`src/rtl/store_buffer.sv`:
```
// store_buffer: word-store write buffer between the MEM stage and a
// single-ported data memory. Stores are queued and written to memory only in
// cycles where the port is not needed by a load or by an accepted store.
// Loads search the queue so they always see the newest stored value.
//
// Optional feature macro: STORE_BUFFER_FORWARD_EN
//   defined   - a load hitting the queue is served from the youngest match
//   undefined - a load hitting the queue stalls while the head drains
//
// Ports:
//   clk, reset              clock, synchronous active-high reset
//   St_Valid/Addr/WData/PC  MEM-stage word store
//   Ld_Valid/Addr           MEM-stage word load
//   Ld_RData                load result to MEM/WB
//   Stall                   MEM stage must hold its instruction
//   DM_Addr/WData/MemWrite/PC  data-memory port drive
//   DM_RData                combinational data-memory read data
//   Empty                   queue holds no entries
module store_buffer #(
  parameter int unsigned DEPTH = 4
) (
  input  logic        clk,
  input  logic        reset,
  input  logic        St_Valid,
  input  logic [31:0] St_Addr,
  input  logic [31:0] St_WData,
  input  logic [31:0] St_PC,
  input  logic        Ld_Valid,
  input  logic [31:0] Ld_Addr,
  output logic [31:0] Ld_RData,
  output logic        Stall,
  output logic [31:0] DM_Addr,
  output logic [31:0] DM_WData,
  output logic        DM_MemWrite,
  output logic [31:0] DM_PC,
  input  logic [31:0] DM_RData,
  output logic        Empty
);

  localparam int unsigned PW = (DEPTH > 1) ? $clog2(DEPTH) : 1;

  logic [29:0]   addr_q [DEPTH];
  logic [29:0]   addr_d [DEPTH];
  logic [31:0]   data_q [DEPTH];
  logic [31:0]   data_d [DEPTH];
  logic [31:0]   pc_q   [DEPTH];
  logic [31:0]   pc_d   [DEPTH];
  logic [PW-1:0] head_q, head_d;
  logic [PW-1:0] tail_q, tail_d;
  logic [PW:0]   count_q, count_d;

  logic          full;
  logic          empty;
  logic          st_accept;
  logic          drain;
  logic          ld_hit;
  logic [31:0]   fwd_data;
  logic [PW-1:0] idx;
  logic          unused_bits;

  always_comb begin
    unused_bits = ^{St_Addr[1:0], Ld_Addr[1:0]};
  end

  // Scan oldest to youngest so the last hit left standing is the youngest.
  always_comb begin
    ld_hit   = 1'b0;
    fwd_data = '0;
    idx      = '0;
    for (int unsigned k = 0; k < DEPTH; k++) begin
      idx = head_q + PW'(k);
      if (((PW+1)'(k) < count_q) && (addr_q[idx] == Ld_Addr[31:2])) begin
        ld_hit   = 1'b1;
        fwd_data = data_q[idx];
      end
    end
  end

  always_comb begin
    empty     = (count_q == '0);
    full      = (count_q == (PW+1)'(DEPTH));
    st_accept = St_Valid && !full && !Ld_Valid;

    // Drain is suppressed while reset is high so discarded entries never
    // reach memory.
`ifdef STORE_BUFFER_FORWARD_EN
    drain = !reset && !empty && !Ld_Valid && !st_accept;
    Stall = St_Valid && (full || Ld_Valid);
    Ld_RData = ld_hit ? fwd_data : DM_RData;
`else
    drain = !reset && !empty &&
            ((!Ld_Valid && !st_accept) || (Ld_Valid && ld_hit));
    Stall = (St_Valid && (full || Ld_Valid)) || (Ld_Valid && ld_hit);
    Ld_RData = DM_RData;
`endif

    DM_Addr     = '0;
    DM_WData    = '0;
    DM_PC       = '0;
    DM_MemWrite = 1'b0;
    if (drain) begin
      DM_Addr     = {addr_q[head_q], 2'b00};
      DM_WData    = data_q[head_q];
      DM_PC       = pc_q[head_q];
      DM_MemWrite = 1'b1;
    end else if (Ld_Valid) begin
      DM_Addr = Ld_Addr;
    end

    Empty = empty;
  end

  // Accept and drain are mutually exclusive, so count moves by at most one.
  always_comb begin
    addr_d  = addr_q;
    data_d  = data_q;
    pc_d    = pc_q;
    head_d  = head_q;
    tail_d  = tail_q;
    count_d = count_q;
    if (st_accept) begin
      addr_d[tail_q] = St_Addr[31:2];
      data_d[tail_q] = St_WData;
      pc_d[tail_q]   = St_PC;
      tail_d         = tail_q + 1'b1;
      count_d        = count_q + 1'b1;
    end else if (drain) begin
      head_d  = head_q + 1'b1;
      count_d = count_q - 1'b1;
    end
  end

  always_ff @(posedge clk) begin
    if (reset) begin
      head_q  <= '0;
      tail_q  <= '0;
      count_q <= '0;
    end else begin
      head_q  <= head_d;
      tail_q  <= tail_d;
      count_q <= count_d;
    end
  end

  // Entry payload needs no reset; it is only observed through valid slots.
  always_ff @(posedge clk) begin
    addr_q <= addr_d;
    data_q <= data_d;
    pc_q   <= pc_d;
  end

endmodule

```
`config.mk`:
```
export PLATFORM = sky130hd
export DESIGN_NAME = store_buffer
export DESIGN_NICKNAME = d
export VERILOG_FILES = /design/src/rtl/store_buffer.sv
export SDC_FILE = /design/constraint.sdc
export NUM_CORES = 1
export LEC_CHECK = 0
export CORE_UTILIZATION = 47
export CTS_CLUSTER_SIZE = 30
export DETAILED_ROUTE_END_ITERATION = 6
export PLACE_DENSITY_LB_ADDON = 0.25
export SETUP_SLACK_MARGIN = 0.05
export SLEW_MARGIN = 30
export SYNTH_ARGS = -nofsm -noshare
export SYNTH_HDL_FRONTEND = slang
export SYNTH_SLANG_ARGS = --single-unit
```
`constraint.sdc`:
```
create_clock -name clk -period 9.4 [get_ports clk]
set_input_delay 0.94 -clock clk [delete_from_list [all_inputs] [get_ports clk]]
set_output_delay 0.94 -clock clk [all_outputs]
set_load 0.03 [all_outputs]
```
## Yosys cells after proc, flatten, opt, wreduce, memory -nomap -nowiden

Index checks and enable logic that the tools add are counted.

| word-level totals | value |
|---|---|
| input port bits | 164 |
| logic and storage cells | 101 |
| register bits after elaboration | 383 |

| operators by class | value |
|---|---|
| mux-type cells | 36 |
| equality and inequality tests | 5 |
| $add $sub $neg | 6 |
| $lt $le $gt $ge | 10 |
| reductions and logical operators | 23 |
| bitwise logic cells | 6 |

Operators with widths:

| cell | count |
|---|---|
| $mux 32 | 9 |
| $mux 30 | 9 |
| $bwmux 128 | 2 |
| $bmux 30 s2 | 4 |
| $bmux 32 s2 | 2 |
| $bwmux 120 | 1 |
| $eq 30x30->1 | 4 |
| $demux 32 s2 | 1 |
| $demux 30 s2 | 1 |
| $ge 3x3->1 const B | 5 |
| $not 2->3 | 5 |
| $logic_and 1x1->1 | 12 |
| $lt 1x3->1 const A | 2 |
| $lt 2x3->1 const A | 2 |
| $mux 3 | 2 |
| $logic_not 1->1 | 5 |
| $mux 1 | 5 |
| $add 2x1->2 const B | 2 |
| $add 2x2->2 const B | 2 |
| $add 3x1->3 const B | 1 |
| $eq 3x3->1 const B | 1 |
| $logic_not 3->1 | 1 |
| $logic_or 1x1->1 | 3 |
| $lt 3x1->1 const B | 1 |
| other kinds (4) | 4 |

## Depth between registers and ports, before layout

Gate-level depths: netlist of the first run.

| depth | value |
|---|---|
| depth in word-level cells | 15 |
| depth in mapped cells | 16 |
| depth with buffers taken out | 9 |

## Worst setup path before layout of the first run

No wires, ideal clock.

| timing path | value |
|---|---|
| path kind | input to output |
| from | input port Ld_Addr[25] |
| to | output port DM_Addr[27] |
| arrival | 4077 ps |
| path slack | 4383 ps |
| buffers on the path | 2 |
| stages on the path | 9 |
| data required time | 8460 ps |
| path through | clkbuf_1 -> nor2_1 -> a2111oi_2 -> o221ai_1 -> or4_1 -> o32a_1 -> a311o_1 -> clkbuf_1 -> o31ai_1 |

| on the way | value |
|---|---|
| longest elaborated chain between the ends | 10 |

Ends and longest elaborated chain:

| what | line | RTL |
|---|---|---|
| from (decl) | 29 | `input logic [31:0] Ld_Addr,` |
| $eq 30x30->1 | 72 | `if (((PW+1)'(k) < count_q) && (addr_q[idx] == Ld_Addr[31:2])) begin` |
| $logic_and 1x1->1 | 72 |  |
| $mux 1 (3 in a row) | 72 |  |
| $mux 1 * | 72 |  |
| $logic_and 1x1->1 * | 92 | `((!Ld_Valid && !st_accept) \|\| (Ld_Valid && ld_hit));` |
| $logic_or 1x1->1 * | 92 |  |
| $logic_and 1x1->1 * | 91 | `drain = !reset && !empty &&` |
| $mux 32 * | 101 | `if (drain) begin` |
| to (decl) | 32 | `output logic [31:0] DM_Addr,` |

Every way passes the cells marked *; elsewhere a longest branch is shown, timed or not.

## Final worst setup path of the first run

| timing path | value |
|---|---|
| from | register head_q[0] |
| to | output port DM_Addr[2] |

| on the way | value |
|---|---|
| longest elaborated chain between the ends | 14 |

Ends and longest elaborated chain:

| what | line | RTL |
|---|---|---|
| from (decl) | 48 | `logic [PW-1:0] head_q, head_d;` |
| from (signal assigned) | 135 | `head_q <= '0;` |
| from (signal assigned) | 139 | `head_q <= head_d;` |
| $add 2x1->2 / $not 2->3 (equally long branches) | 71, 72, 102 |  |
| $not 2->3 / $bmux 30 s2 (equally long branches) | -- |  |
| $bmux 30 s2 / $mux 30 (equally long branches) | 72, 102 |  |
| $mux 30, on equally long branches | 72, 102 |  |
| $mux 30 (implied by the code) / $eq 30x30->1 (equally long branches) | 72 |  |
| $eq 30x30->1 / $logic_and 1x1->1 (equally long branches) | 72 |  |
| $logic_and 1x1->1 / $mux 1 (equally long branches) | 72 |  |
| $mux 1 (3 in a row) | 72 |  |
| $logic_and 1x1->1 | 92 |  |
| $logic_or 1x1->1 | 92 |  |
| $logic_and 1x1->1 | 91 |  |
| $mux 32 * | 101 |  |

Every way passes the cells marked *; elsewhere a longest branch is shown, timed or not. The select of a mux whose other input is x is not followed.

==> results.toml, run 1 <==
[run_status]
status = "completed"

[place]
hpwl_um = 30700
place_congestion = 0.961
dp_cells = 1829
portBuffers = 228

[synthesis]
synth.area.top_cells = "edfxtp_1 (60%), mux4_2 (14%), mux2i_1 (5.2%), xnor2_1 (3.9%), nor2b_1 (2.2%)"
syn_area_um2 = 18900
seq_area_frac_synth = 0.606
ys_ff_latch = 383
yosys.area.top_type = "edfxtp_1"
yosys.area.top_type_share = 0.598
ys_types = 58
ys.warnings.count = 0
synth_edf_count = 376
ys.flop_type = "edfxtp_1"
ys_async_sr_fraction = 0
postSynthAreaPerCell_um2 = 15.9
syn_nets = 1356
synthesis.instances = 1184

[critical_path]
reg2reg_from = "head_q[0]"
critical_path_arrival_ns = 6.48
r2r_end = "head_q[0]"
start_kind = "register"
worstSetupPathType = "reg2out"
worstSetupEndpointType = "output port"
cp_max_fo = 60
crit_required_ns = 8.46
rr_worst_depth = 10
r2r_slack_ns = 4.69

[die]
die_y_um = 202
core-area_um2 = 39600
dieArea_um2 = 40900
ios = 295
die_w_um = 202
std_cell_rows = 73
initial_utilization = 0.476

[cts]
cts_resized = 0
cts_tree = "built"
root_buffer = "clkbuf_16"
h-tree-depth = 2
postCtsHoldBufs = 0
post-cts-setup-buffers = 0
clock_latency_ns = 0.58
cts.sinks = 383
cts_buffers = 42
max-clock-path-buffers = 3
clkTransAtPathRegs_ns = 0.06

[worst_hold_path]
hp-class = "reg2reg"
whs_endpoint = "tail_q[1]"
hold_depth = 2
holdCritStartpoint = "tail_q[1]"

[global_route]
grt_max_degree = 66
grt_first_pass_wirelength_um = 70000
grt_pass1_vias = 11200
grt-ovfl-total = 0
antenna_found_initial = 7
globalRouteTotalUtil = 0.229

[drt]
drt_iter0_drc = 839
vias = 11100
routedWlPerCell_um = 24.4
routed_wl_um = 46500
dr.pass1.iters = 5
avgViaCountPerCell = 5.82
ant_nets = 0
post-route-drc-count = 0

[timing]
finalSetupViolations = 0
period_share = 0.789
hold_viol = 0
tightest_slew_ns = 0.920
skew_ns = 0.0176
post-route-min-period_ns = 7.42
rsz0062_at_grt = "false"
slew_viol_final = 0
fmax_mhz = 135
finalSetupTns_ns = 0
max-slew-margin-rel = 0.387

[finish]
nets = 1520
syn_to_final_growth_pct = 20.1
final_cell_mix = "edfxtp_1 (376), clkdlybuf4s50_1 (228), mux4_2 (114)"
layout_commonest_cell = "edfxtp_1"
drive_gt1_frac = 0.155
num-fill-cells = 3135
final_cells = 1906

[pwr]
vdd_drop_max_v = 0.000185
p_leak_uw = 0.00704
powerDensity_nw_per_um2 = 224

[job]
drv_cap = 0
[state kept, by name (all words and copies together) (netlist names)]
register / flops
data_q: 128
pc_q: 128
addr_q: 120
count_q: 3
head_q: 2
tail_q: 2
[logic make-up after synthesis]
logic type                 Yosys count  synth area share
buffers and inverters              149            0.0413
xor gates and xnor gates            98            0.0455
muxes                              221             0.193
DFF                                383             0.606
AOI/OAI and AO/OA                  119            0.0498
adders and majority gates            8           0.00531
and+or+nand+nor                    206            0.0588
[through the flow]
step           worst slack [ns]  total power, uW  hold WS, ns  instance area [um2]  utilization
6_report                   1.98             5070        0.501                22700        0.572
5_1_grt                    1.74             5260        0.531                22700        0.571
4_1_cts                    1.98             5110        0.501                22600        0.571
3_5_place_dp               2.59             3470        0.493                21300        0.537
3_3_place_gp               2.64             3450        0.487                21300        0.537
2_1_floorplan              4.38             3080        0.469                18900            -
[power by group]
group / switching, uW / total (uW) / internal, uW
Clock: 670 / 1640 / 972
Combinational: 739 / 1400 / 659
Sequential: 72.8 / 2030 / 1960
Total: 1480 / 5070 / 3590
[cell usage after synthesis (all sizes together) (12+ instances only)]
cell type and n:
xor2 15, clkbuf 54, nand3 29, o22ai 12
mux2i 98, buf 71, o21ai 28, nor2 27
nand2 32, xnor2 83, inv 24, nor2b 66
mux4 114, edfxtp 376
[metal layers]
layer / global-route usage / part of all wire / up-vias
met3: 0.0714 / 0.083 / 72
li1: - / - / 4964
met5: 0 / 0.0012 / -
met2: 0.373 / 0.49 / 396
met4: 0.0588 / 0.018 / 10
met1: 0.297 / 0.41 / 5646
[how the worst max path moves through the flow]
stage / to / slack, ns / startpoint
3_5_place_dp: DM_Addr[2] / 2.59 / head_q[0]
2_1_floorplan: DM_Addr[27] / 4.38 / Ld_Addr[25]
5_1_grt: DM_Addr[2] / 1.74 / head_q[0]
3_3_place_gp: DM_Addr[2] / 2.64 / head_q[0]
6_report: DM_Addr[2] / 1.98 / head_q[0]
4_1_cts: DM_Addr[2] / 1.98 / head_q[0]
[area by class of cell]
type | instances | area (um2) | area share
diodes | 2 | 5.00 | 0.000221
clock buffers | 55 | 1100 | 0.0485
clock inverters | 20 | 269 | 0.0119
inverters | 24 | 90.1 | 0.00398
multi-input cells | 652 | 6680 | 0.295
flip-flops and latches | 383 | 11400 | 0.505
well taps | 525 | 657 | 0.0290
repair buffers | 245 | 2420 | 0.107
[critical path: stages (launching register included)]
cell,delay [ns]
dfxtp_4,0.92
buf_4,0.46
mux2i_1,0.50
o22ai_1,0.21
a211oi_1,0.41
o22ai_1,0.17
or4_1,0.57
o32a_1,0.46
nand3_1,0.27
nand2_4,0.47
buf_4,0.43
a2bb2o_1,0.26
clkdlybuf4s50_1,0.66
Power figures use the tool's default switching activity.
==> run 2: changes to the inputs <==
clock period = 7.8 ns   (was 9.4 ns; I/O delays follow)
==> run 2 against run 1 <==
Net effect: final cell count is 0.52% higher; wire length is 0.54% higher; sequential power is 20% higher; sequential share of layout area is 0.18 points lower; register-to-register slack worse by 1.3 ns; setup slack worse by 0.96 ns; largest cell class unchanged.
==> results.toml, run 2 (synthesis gave the netlist of run 1 again) <==
[run_status]
status = "completed"

[global_route]
globalRouteTotalUtil = 0.229
grt-ovfl-total = 0
grt_max_degree = 66
antenna_found_initial = 8
grt_first_pass_wirelength_um = 69400
grt_pass1_vias = 11200

[die]
core-area_um2 = 39600
ios = 295
dieArea_um2 = 40900
initial_utilization = 0.476
die_y_um = 202
std_cell_rows = 73
die_w_um = 202

[finish]
drive_gt1_frac = 0.164
nets = 1528
layout_commonest_cell = "edfxtp_1"
final_cell_mix = "edfxtp_1 (376), clkdlybuf4s50_1 (228), mux4_2 (114)"
syn_to_final_growth_pct = 20.5
post-route-util = 0.574
postLayoutCellArea_um2 = 22700
top_regs = "data_q x128, pc_q x128, addr_q x120"

[pwr]
powerDensity_nw_per_um2 = 267
vdd_drop_max_v = 0.000283
p_leak_uw = 0.00707

[timing]
finalSetupTns_ns = 0
worst_hold_slack_ns = 0.500
fin_ws_ns = 1.03
max-slew-margin-rel = 0.473
tightest_slew_ns = 0.790
slew_viol_final = 0
period_share = 0.868
fmax_mhz = 148
rsz0062_at_grt = "false"
skew_ns = 0.0172
hold_viol = 0
post-route-min-period_ns = 6.77
finalSetupViolations = 0

[critical_path]
cpMaxStageDelayCell = "dfxtp_4"
max_stage_delay_ns = 0.84
cp_max_fo = 45
path_delay_family = "simple AND/OR/NAND/NOR gates"
cp_num_buf_inv = 3
worstSetupEndpointType = "output port"
critical_path_arrival_ns = 5.99
worstSetupPathType = "reg2out"
crit_chain = "buf_4 > mux2i_1 > a2bb2oi_1 > mux2i_1 > or4_1 > nor4_1 > a32oi_1 > a311o_1 > buf_4 > and2_1 > a2bb2o_1 > clkdlybuf4s50_1"
start_kind = "register"
crit_required_ns = 7.02

[drt]
vias = 11000
routed_wl_um = 46800
post-route-drc-count = 0
ant_nets = 0
drt_iter0_drc = 717
dr.pass1.iters = 5
avgViaCountPerCell = 5.74
routedWlPerCell_um = 24.4

[cts]
cts_tree = "built"
h-tree-depth = 2
cts.sinks = 383
cts_buffers = 41
clkTransAtPathRegs_ns = 0.06
postCtsHoldBufs = 0
root_buffer = "clkbuf_16"
post-cts-setup-buffers = 0
clock_latency_ns = 0.57
cts_resized = 0
max-clock-path-buffers = 3

[worst_hold_path]
hp-class = "reg2reg"

[place]
hpwl_um = 32200
portBuffers = 228
place_area_um2 = 21400
dp_slack_ns = 1.57
place_congestion = 0.884

[job]
drv_cap = 0
-- run 2: changes by cell type in the layout (fill, tap and decap cells not counted), sizes merged --
cell | before | now
clkbuf | 55 | 48
clkinv | 11 | 15
inv | 27 | 26
bufinv | 5 | 4
buf | 17 | 26
clkinvlp | 1 | 6
diode | 2 | 3
-- run 2: tightest hold or removal path: cells and delay by family, from the launching register on --
kind / cells / cell delay [ns]
compound gates: 1 / 0.05
flops: 1 / 0.34
simple gates: 1 / 0.06
-- run 2: path summary, 6_finish.rpt --
check	slack, ns	start	to	cells after the start
worst max register to register	3.41	head_q[0]	head_q[0]	10
worst min register to register	0.50	tail_q[1]	tail_q[1]	2
worst max-delay path	1.03	head_q[0]	DM_Addr[2]	12
worst min-delay path	0.50	tail_q[1]	tail_q[1]	2
-- run 2: per-layer routing --
metal / track usage / routed length, um / up-vias / part of all wire
met4: 0.0695 / 1170 / 10 / 0.025
li1: - / - / 4985 / -
met3: 0.0716 / 3950 / 84 / 0.084
met5: 0 / 66 / - / 0.0014
met2: 0.378 / 22900 / 383 / 0.49
met1: 0.290 / 18700 / 5541 / 0.40
-- run 2: through the flow --
stage / power, uW / instances
after floorplan: 3720 / 1184
after global placement: 4190 / 1838
after detailed placement: 4200 / 1838
after CTS: 6140 / 1913
after global routing: 6320 / 1914
final: 6070 / 1916
-- run 2: final cells by class --
| cell class | instances | area, um2 |
|---|---|---|
| inverter | 24 | 90.1 |
| sequential | 383 | 11400 |
| antenna | 3 | 7.51 |
| fill | 3153 | 16900 |
| clock inverter | 27 | 274 |
| tap | 525 | 657 |
| clock buffer | 48 | 1070 |
| timing repair buffer | 254 | 2510 |
| multi-input combinational | 652 | 6680 |
-- run 2: where the power goes --
| part | internal (uW) | total, uW | leakage (uW) | switching (uW) |
|---|---|---|---|---|
| Sequential | 2360 | 2440 | 0.00347 | 83.7 |
| Clock | 1130 | 1930 | 0.000640 | 803 |
| Combinational | 810 | 1700 | 0.00296 | 893 |
==> RTL change (settings of run 1) <==
Set the parameter `DEPTH` to 8 (it was 4).
--- a/src/rtl/store_buffer.sv
+++ b/src/rtl/store_buffer.sv
@@ -17,7 +17,7 @@
 //   DM_RData                combinational data-memory read data
 //   Empty                   queue holds no entries
 module store_buffer #(
-  parameter int unsigned DEPTH = 4
+  parameter int unsigned DEPTH = 8
 ) (
   input  logic        clk,
   input  logic        reset,
Function: not settled (the Yosys comparison gave no result); the edit may change what the design does.
==> RTL change against run 1 <==
Design area rose by 110%; routed wire length rose to 2.7 times the old value; final cell count rose by 110%; die area rose by 120%; combinational power rose by 41%; synthesized cell count rose by 130%; sequential cell count rose by 379; synthesized area rose by 120%; power rose by 76%; count of clock-buffer cells in the layout rose by 55; sequential share of layout area fell by 2.3 points; via count rose by 130%; setup slack got worse by 0.39 ns; non-clock buffer count rose by 59; largest cell class unchanged.
==> RTL change: results (changes against run 1) <==
<table>
<tr><th>Metric</th><th>Value</th></tr>
<tr><th colspan="2">Final layout</th></tr>
<tr><td>Filler cell count</td><td>6,910 (+120%)</td></tr>
<tr><td>Largest registers</td><td>data_q x256, pc_q x256, addr_q x240</td></tr>
<tr><td>Non-filler cells, final</td><td>4,066 (+110%)</td></tr>
<tr><td>Final nets</td><td>3,015 (+98%)</td></tr>
<tr><th colspan="2">Status</th></tr>
<tr><td>Outcome</td><td>complete, no violations</td></tr>
<tr><th colspan="2">Logic synthesis</th></tr>
<tr><td>Net Count, Synth</td><td>2,866 (+110%)</td></tr>
<tr><td>Post-synth EDFFs</td><td>752 (+100%)</td></tr>
<tr><td>Library cells used by synthesis</td><td>69 (+19%)</td></tr>
<tr><td>Sequential element share of the synthesized area</td><td>55.1% (-5.5 points)</td></tr>
<tr><td>Portion of synthesized cell area occupied by the leading cell type</td><td>54.6% (-5.2 points)</td></tr>
<tr><td>Leading post-synthesis cells by cell area</td><td>sky130_fd_sc_hd__edfxtp_1 (55%), sky130_fd_sc_hd__mux4_2 (20%), sky130_fd_sc_hd__mux2i_1 (6.3%)</td></tr>
<tr><th colspan="2">Global routing</th></tr>
<tr><td>Global-route wire length before repair</td><td>180 mm (+160%)</td></tr>
<tr><td>Number of antenna violations at the first check in global routing</td><td>8 (+1)</td></tr>
<tr><td>Pin count of the biggest net entering global routing</td><td>148 (+120%)</td></tr>
<tr><td>Total global routing track utilization</td><td>27.8% (+4.9 points)</td></tr>
<tr><th colspan="2">Detailed routing</th></tr>
<tr><td>Starting DRC count in detailed routing</td><td>2,688 (+220%)</td></tr>
<tr><th colspan="2">Pwr</th></tr>
<tr><td>Cell internal pwr</td><td>6.40 mW (+78%)</td></tr>
<tr><td>Cell leakage power</td><td>14.7 nW (+110%)</td></tr>
<tr><td>Maximum vdd drop</td><td>170 µV (-7.9%)</td></tr>
<tr><th colspan="2">STA</th></tr>
<tr><td>Final setup skew</td><td>0.0259 ns (+0.00837 ns)</td></tr>
<tr><td>Worst slew margin relative to its limit</td><td>26.5% (-12 points)</td></tr>
<tr><th colspan="2">Placed design</th></tr>
<tr><td>Worst slack at placement</td><td>2.34 ns (-0.252 ns)</td></tr>
<tr><td>GPL Wtd Cong</td><td>1.01 (+5.5%)</td></tr>
<tr><th colspan="2">Worst setup path</th></tr>
<tr><td>Critical path data arrival time</td><td>6.87 ns (+0.39 ns)</td></tr>
<tr><td>Critical Path Fanout Max</td><td>40 (-33%)</td></tr>
<tr><th colspan="2">Clock network</th></tr>
<tr><td>Latest clock arrival within the worst-skew pair</td><td>0.65 ns (+0.07 ns)</td></tr>
</table>
[RTL change: layout make-up]
cell class / count / share of cell area [%]
Clock buffer: 110 / 4.69
Antenna cell: 1 / 0.00529
Sequential cell: 762 / 48.2
Timing Repair Buffer: 304 / 6.45
Clock inverter: 40 / 0.844
Tap cell: 1155 / 3.06
Multi-Input combinational cell: 1669 / 36.5
Inverter: 25 / 0.198
[RTL change: final timing paths]
path / from / end / slack, ns / cells past startpoint
setup / recovery: head_q[0] / DM_Addr[21] / 1.59 / 17
hold / removal: count_q[0] / count_q[0] / 0.63 / 2
hold reg to reg: count_q[0] / count_q[0] / 0.63 / 2
setup reg to reg: head_q[0] / count_q[1] / 3.99 / 16
[RTL change: kinds of logic after synthesis]
kind of cell | after synthesis | synth area share (%)
DFF | 762 | 55.1
muxes | 624 | 26.0
and+or+nand+nor | 541 | 6.05
xor gates and xnor gates | 266 | 5.66
buffers and inverters | 265 | 3.32
AOI/OAI and AO/OA | 232 | 3.67
adders and majority gates | 6 | 0.182
[RTL change: metal layers]
metal	wire [µm]	track usage (%)	vias to the layer above
met5	88	0	-
met4	4540	10.0	14
met3	10200	5.31	215
met2	60700	45.2	1298
met1	48800	37.2	13500
li1	-	-	11000
[RTL change: power by group through the flow]
stage / logic [mW] / clock network [mW] / registers (mW)
floorplan: 1.35 / 0 / 3.89
global placement: 1.93 / 0 / 3.90
detailed placement: 1.95 / 0 / 3.90
CTS: 1.96 / 3.18 / 3.83
global route: 2.06 / 3.31 / 3.83
finish: 1.97 / 3.12 / 3.83
[RTL change: per-stage QoR]
| stage | setup TNS, ns | instance area [µm²] |
|---|---|---|
| 2_1_floorplan | -635.87 | 41300 |
| 3_3_place_gp | 0 | 44600 |
| 3_5_place_dp | 0 | 44700 |
| 4_1_cts | 0 | 47300 |
| 5_1_grt | 0 | 47300 |
| 6_report | 0 | 47300 |
[RTL change: critical path, cell delays in order, from the launching register on]
cell	delay, ns
sky130_fd_sc_hd__dfxtp_4	0.82
sky130_fd_sc_hd__inv_2	0.12
sky130_fd_sc_hd__ha_4	0.65
sky130_fd_sc_hd__buf_12	0.27
sky130_fd_sc_hd__buf_4	0.30
sky130_fd_sc_hd__mux2i_1	0.12
sky130_fd_sc_hd__mux4_2	0.49
sky130_fd_sc_hd__xnor2_1	0.16
sky130_fd_sc_hd__a2111oi_0	0.53
sky130_fd_sc_hd__nand4_1	0.20
sky130_fd_sc_hd__a311oi_1	0.37
sky130_fd_sc_hd__a32oi_1	0.15
sky130_fd_sc_hd__nand3_2	0.20
sky130_fd_sc_hd__nor2_1	0.12
sky130_fd_sc_hd__or2_4	0.29
sky130_fd_sc_hd__buf_4	0.24
sky130_fd_sc_hd__mux2i_1	0.35
sky130_fd_sc_hd__clkdlybuf4s50_1	0.74
